<file path="config.mk">
export PLATFORM = sky130hd
export DESIGN_NAME = phase_sync_ctrl
export DESIGN_NICKNAME = d
export VERILOG_FILES = /design/src/rtl/qpsk_pkg.sv /design/src/rtl/abs_sat.sv /design/src/rtl/phase_sync_ctrl.sv
export SDC_FILE = /design/constraint.sdc
export NUM_CORES = 1
export LEC_CHECK = 0
export CORE_UTILIZATION = 63
export DETAILED_ROUTE_END_ITERATION = 7
export PLACE_DENSITY = 0.77
export SLEW_MARGIN = 10
export SYNTH_ARGS = -nofsm -noshare
export SYNTH_HDL_FRONTEND = slang
export SYNTH_HIERARCHICAL = 1
export SYNTH_SLANG_ARGS = --single-unit
</file>
<file path="constraint.sdc">
create_clock -name clk -period 5.8 [get_ports clk]
set_input_delay 1.16 -clock clk [delete_from_list [all_inputs] [get_ports clk]]
set_output_delay 1.16 -clock clk [all_outputs]
set_load 0.1 [all_outputs]
</file>
<file path="src/rtl/qpsk_pkg.sv">
// Shared definitions for the QPSK receive chain: oversampling constants,
// default sample width and the phase-selector state encoding.
package qpsk_pkg;

  localparam int OS          = 4;
  localparam int NB_PHASE    = 2;
  localparam int NB_DATA_DEF = 19;

  typedef enum logic [2:0] {
    ST_IDLE,
    ST_ACCUM,
    ST_COMPARE,
    ST_LOCKED,
    ST_MANUAL
  } state_t;

endpackage

</file>
<file path="src/rtl/abs_sat.sv">
// Combinational saturating absolute value of a signed sample.
// The most negative input maps to the largest positive magnitude.
module abs_sat #(
  parameter int NB_DATA = 19
) (
  input  logic signed [NB_DATA-1:0] x,
  output logic        [NB_DATA-2:0] y
);

  always_comb begin
    if (x == {1'b1, {(NB_DATA-1){1'b0}}})
      y = '1;
    else if (x[NB_DATA-1])
      y = (NB_DATA-1)'(-x);
    else
      y = (NB_DATA-1)'(x);
  end

endmodule

</file>
<file path="src/rtl/phase_sync_ctrl.sv">
// Downsampling-phase selector: accumulates |sample| per phase over a window
// of symbols and locks onto the phase with the most energy.
module phase_sync_ctrl
  import qpsk_pkg::*;
#(
  parameter int NB_DATA  = NB_DATA_DEF,
  parameter int LOG2_WIN = 10
) (
  input  logic                      clk,
  input  logic                      rst,
  input  logic                      enable,
  input  logic signed [NB_DATA-1:0] i_data,
  input  logic                      i_start,
  input  logic                      i_manual,
  input  logic [NB_PHASE-1:0]       i_sw,
  output logic [NB_PHASE-1:0]       o_phase,
  output logic                      o_locked,
  output logic                      o_busy
);

  localparam int NB_ACC = NB_DATA + LOG2_WIN;

  state_t                state, state_d;
  logic [NB_ACC-1:0]     acc [OS];
  logic [NB_PHASE-1:0]   phase_cnt;
  logic [LOG2_WIN-1:0]   sym_cnt;
  logic                  win_done;
  logic [NB_PHASE-1:0]   cmp_k;
  logic [NB_PHASE-1:0]   best, best_d;
  logic [NB_DATA-2:0]    abs_val;

  logic clr, acc_en, cmp_step, lock_load, man_load;

  abs_sat #(.NB_DATA(NB_DATA)) u_abs_sat (
    .x (i_data),
    .y (abs_val)
  );

  // Running argmax; strict compare keeps the lowest index on ties.
  always_comb begin
    best_d = best;
    if (cmp_k == '0)
      best_d = '0;
    else if (acc[cmp_k] > acc[best])
      best_d = cmp_k;
  end

  // NOTE: state register uses non-blocking assignment so every flop samples
  // the pre-edge values; blocking here would create order-dependent races.
  always_ff @(posedge clk) begin
    if (rst) state <= ST_IDLE;
    else     state <= state_d;
  end

  // NOTE: every output of this block gets a default first, so no path leaves
  // a variable unassigned and no latch is inferred.
  always_comb begin
    state_d   = state;
    clr       = 1'b0;
    acc_en    = 1'b0;
    cmp_step  = 1'b0;
    lock_load = 1'b0;
    man_load  = 1'b0;
    if (i_manual) begin
      state_d  = ST_MANUAL;
      clr      = 1'b1;
      man_load = 1'b1;
    end else if (i_start) begin
      state_d = ST_ACCUM;
      clr     = 1'b1;
    end else begin
      case (state)
        ST_MANUAL: state_d = ST_IDLE;
        ST_ACCUM: begin
          if (win_done)    state_d = ST_COMPARE;
          else if (enable) acc_en  = 1'b1;
        end
        ST_COMPARE: begin
          cmp_step = 1'b1;
          if (cmp_k == NB_PHASE'(OS - 1)) begin
            state_d   = ST_LOCKED;
            lock_load = 1'b1;
          end
        end
        default: ;
      endcase
    end
  end

  // NOTE: the four accumulators are plain registers, not a RAM, so they are
  // reset and cleared in parallel like any other state.
  always_ff @(posedge clk) begin
    if (rst) begin
      for (int p = 0; p < OS; p++) acc[p] <= '0;
      phase_cnt <= '0;
      sym_cnt   <= '0;
      win_done  <= 1'b0;
      cmp_k     <= '0;
      best      <= '0;
      o_phase   <= '0;
      o_locked  <= 1'b0;
      o_busy    <= 1'b0;
    end else begin
      o_busy <= (state_d == ST_ACCUM) || (state_d == ST_COMPARE);
      if (clr) begin
        for (int p = 0; p < OS; p++) acc[p] <= '0;
        phase_cnt <= '0;
        sym_cnt   <= '0;
        win_done  <= 1'b0;
        cmp_k     <= '0;
      end else begin
        if (acc_en) begin
          acc[phase_cnt] <= acc[phase_cnt] + NB_ACC'(abs_val);
          phase_cnt      <= phase_cnt + 1'b1;
          if (phase_cnt == NB_PHASE'(OS - 1)) begin
            sym_cnt <= sym_cnt + 1'b1;
            if (sym_cnt == '1) win_done <= 1'b1;
          end
        end
        if (cmp_step) begin
          best  <= best_d;
          cmp_k <= cmp_k + 1'b1;
        end
      end
      if (man_load) begin
        o_phase  <= i_sw;
        o_locked <= 1'b0;
      end else if (lock_load) begin
        o_phase  <= best_d;
        o_locked <= 1'b1;
      end
    end
  end

endmodule

</file>
# After elaboration in Yosys (flattened, before gate mapping)
# Memory sizes are Yosys's and may differ from the RTL's. A register that Yosys moved wholly into a read port is not among the register bits.
# Cells that the tools add are included.
# op_classes
addsub	5
order_cmp	1
n_eq_ne	9
mux	48
bitwise	5
n_reduce_logical	9
# op_table
op	n
2-to-1 mux 29 bit	5
2-to-1 mux 18 bit	2
adder 29 x 18 -> 29 bit	1
> comparator 29 bit	1
OR reduction 29 bit	1
2-to-1 mux 1 bit	25
2-to-1 mux 2 bit	11
== test 19 bit, second input constant	1
negator 18 bit	1
2-to-1 mux 3 bit	4
adder 10 x 1 -> 10 bit, second input constant	1
== test 10 bit, second input constant	1
case mux 3 bit (3 select lines)	1
== test 3 x 1 -> 1 bit, second input constant	2
== test 3 x 2 -> 1 bit, second input constant	2
adder 2 x 1 -> 2 bit, second input constant	2
== test 2 bit, second input constant	2
OR 1 bit	4
AND reduction 2 bit	2
OR reduction 2 bit	2
== test 3 bit, second input constant	1
AND reduction 3 bit	1
zero test 2 bit	1
nonzero test 2 bit	1
other kinds (2)	2
# word_totals
reg_bits	24
ram_bits	116
in_bits	26
output_inout_bits	4
elab_cells	87
memories	1
# mem_list
memory	depth	word_bits	rd	rd_clocked_by_memory_dff	wr	line	source
acc	4	29	3	3	4	phase_sync_ctrl.sv:24	logic [NB_ACC-1:0] acc [OS];

# Depth between registers and ports, before layout
# logic_depth
ltp_word	11
ltp_mapped	18
ltp_nobuf	15

# By module
# Netlist, hierarchy kept.
# by_module_without_submodules
mod	n_inst	cells_each	area_each_um2	seq_area_each_um2
phase_sync_ctrl	1	747	9270.1	4083.9
abs_sat	1	78	493.0	0.0

# Worst setup path after synthesis
# OpenSTA, ideal clock, no wires.
# synth_path
path_kind	input port to flip-flop
startpoint	in i_data[0]
endpoint	mem acc[3][19] (netlist name) (data pin)
setup_time_ns	0.265
arrival_time_ns	4.784
required_time_ns	5.535
setup_slack_ns	0.751
cell_stages	17
n_path_buf	3
path_cell_list	inv_1 > ha_1 > or3b_2 > buf_2 > or3b_2 > or3_1 > clkbuf_1 > buf_2 > nand2_1 > ha_1 > a21o_1 > a21o_1 > a221o_1 > o21ai_0 > o21ai_1 > xnor2_1 > nor2_1
# synth_lines
item	line	source
from (decl)	phase_sync_ctrl.sv:12	input logic signed [NB_DATA-1:0] i_data,
to (decl)	phase_sync_ctrl.sv:24	

==> impl_metrics.ini <==
[timing]
maxSlewViolCount = 0
clock_skew_ns = 0.00987
hold_violations = 0
worstMarginPinSlew_ns = 1.28
max_slew_margin_pct = 14.6
rsz0062_at_grt = no
finalCritPeriodShare_pct = 95.3
fin_crit_ns = 5.53
setup_violations = 0
setup_ws_ns = 0.274
fmax_ghz = 0.181

[yosys]
synth.ff_latch_count = 146
synth_top_cell_area_share_pct = 35.7
synth_nets = 907
syn-cell-area_um2 = 9760
synthFlopType = edfxtp_1
synth_top_area_cell = edfxtp_1
ys_seq_area_share_pct = 41.8
yosys_warnings = 6
yosysUniqueCellTypes = 73
synthTopCellsByArea = edfxtp_1, mux4_2, ha_1
synthArstFlopShare_pct = 0
synthCells = 825
synthTopCellsByCount = nor2_1, edfxtp_1, mux4_2
synth.most_common_cell = nor2_1
synth_edf_count = 116
avgSynthCellArea_um2 = 11.8

[layout]
fin_nets = 935
area_growth_pct = 11.1
layout-drive-gt1-share_pct = 18.9
num_antenna_cells = 0
fillers = 1033
finalInstanceArea_um2 = 10800

[global_routing]
grtUsageTotal_pct = 31.3
grt_pass1_wl_mm = 37.7
grt-ovfl-total = 0
antenna_found_initial = 0
grt_pass1_vias = 7341
grt_max_degree = 30

[route]
wire_per_inst_um = 22.4
drt-pass1-iter-count = 5
first_iter_violations = 731
routed_wl_mm = 23.7
ant_nets = 0
vias_per_cell = 6.80
drc = 0
num_vias = 7168

[critical_path]
crit_fanout = 14
worstSetupPathType = input port to flop
start_kind = input port
critPathCaptureType = flop
worstPathArrival_ns = 5.69
required_ns = 5.96

[clock_network]
clkSinkCount = 146
cts-root-buf = clkbuf_16
ctsResizeCount = 0
clockBufferDepth = 2
cts.clk_slew.worst_paths_ns = 0.06
clk_latency_ns = 0.43
tritoncts = built
ctsHoldBuffers = 0
cts_inserted_buffers = 17
cts_setup_buffers = 0
htree_num_levels = 4

[power]
ir_drop_mv = 0.195
power_leakage_nw = 4.03
power_density_nw_per_um2 = 237

[min_path]
hp-class = flop to flop

[floorplanning]
coreArea_um2 = 15100
initial_core_util_pct = 64.5
ios = 30
rows = 45
die-height_um = 126
die_area_um2 = 16000
die_w_um = 126

[placed_design]
portBuffers = 29
place_area_um2 = 10300
gp_congestion = 0.900
pre_cts_slack_ns = -0.0645
dp_hpwl_mm = 15.8

[flow_run]
drv_cap = 0

[status]
outcome = finished, final reports clean
## area by class of cell
type,instances,area [µm²],share of cell area [%]
multi-input cells,593,5320,49.1
flip-flops and latches,146,4090,37.7
clock buffers,23,512,4.72
repair buffers,52,463,4.27
well taps,188,235,2.17
inverters,43,161,1.49
clock inverters,9,65.1,0.600
## worst max-delay path, stage by stage
cell             delay, ns
clkdlybuf4s50_1       0.44
inv_1                 0.09
ha_1                  0.17
or3b_2                0.46
or3b_2                0.47
or3_1                 0.55
nand2_1               0.20
ha_1                  0.22
fa_1                  0.27
a21o_1                0.20
a221oi_2              0.10
a211o_1               0.27
a21boi_2              0.41
o21ai_0               0.18
xor2_1                0.38
nor2_1                0.10
## flip-flops by register name, indices dropped and copies added, names as in the netlist, named ones only
name,flops
cmp_k,2
best,2
win_done,1
o_busy,1
o_locked,1
o_phase,2
sym_cnt,10
phase_cnt,2
acc,116
state,3
## per-stage QoR
stage / power (mW) / setup TNS (ns) / cells / utilization (%) / hold slack, ns
floorplan: 1.41 / 0 / 825 / - / 0.458
global placement: 1.50 / 0 / 1022 / 67.8 / 0.469
detailed placement: 1.52 / -0.211 / 1022 / 67.8 / 0.493
CTS: 2.57 / 0 / 1054 / 71.6 / 0.511
global route: 2.63 / 0 / 1054 / 71.6 / 0.546
finish: 2.57 / 0 / 1054 / 71.6 / 0.507
## cells by family (layout without fill, tap and decap cells)
group                      count (synthesis)  after routing  share of synthesized area, %
AOI/OAI and AO/OA                        118            118                          8.37
xor gates and xnor gates                  42             42                          3.84
adders and majority gates                 56             56                          7.25
buffers and inverters                     86            127                          3.64
DFF                                      146            146                          41.8
muxes                                     93             93                          20.8
and+or+nand+nor                          284            284                          14.3
## worst paths after layout
check	start	to	depth (start not counted)	slack, ns
max	i_data[0]	acc[3][24]	16	0.27
min	sym_cnt[9]	sym_cnt[9]	2	0.51
max reg2reg	flop	o_phase[1]	10	1.60
min reg2reg	sym_cnt[9]	sym_cnt[9]	2	0.51
## report_power, final
group          leakage, nW  switching [mW]  internal (mW)  total (mW)
sequential            1.60          0.0232           1.15        1.18
combinational         2.15           0.191          0.137       0.328
clock                0.284           0.439          0.627        1.07
## layer usage
metal  routed length, µm  vias to the layer above  part of all wire, %  GRT usage (%)
met3                2030                       71                  8.6           5.78
li1                    -                     3199                    -              -
met5                   0                        -                    0              0
met4                 786                        0                  3.3           14.6
met1                9010                     3510                   38           38.9
met2               11800                      388                   50           53.4
## layout by cell type (no fill, tap or decap), drive strengths merged, types with 13 or more instances in the layout
master         synthesis  layout
inv                   43      47
ha                    55      55
dfxtp                 30      30
xor2                  27      27
clkbuf                28      23
nand2                 42      42
edfxtp               116     116
a21oi                 37      37
a21o                  14      14
mux4                  87      87
xnor2                 15      15
and3                  19      19
nor3                  20      20
clkdlybuf4s50          0      29
nand4                 13      13
buf                   15      23
nor2                 138     138
o21ai                 16      16
Power figures use the tool's default switching activity.
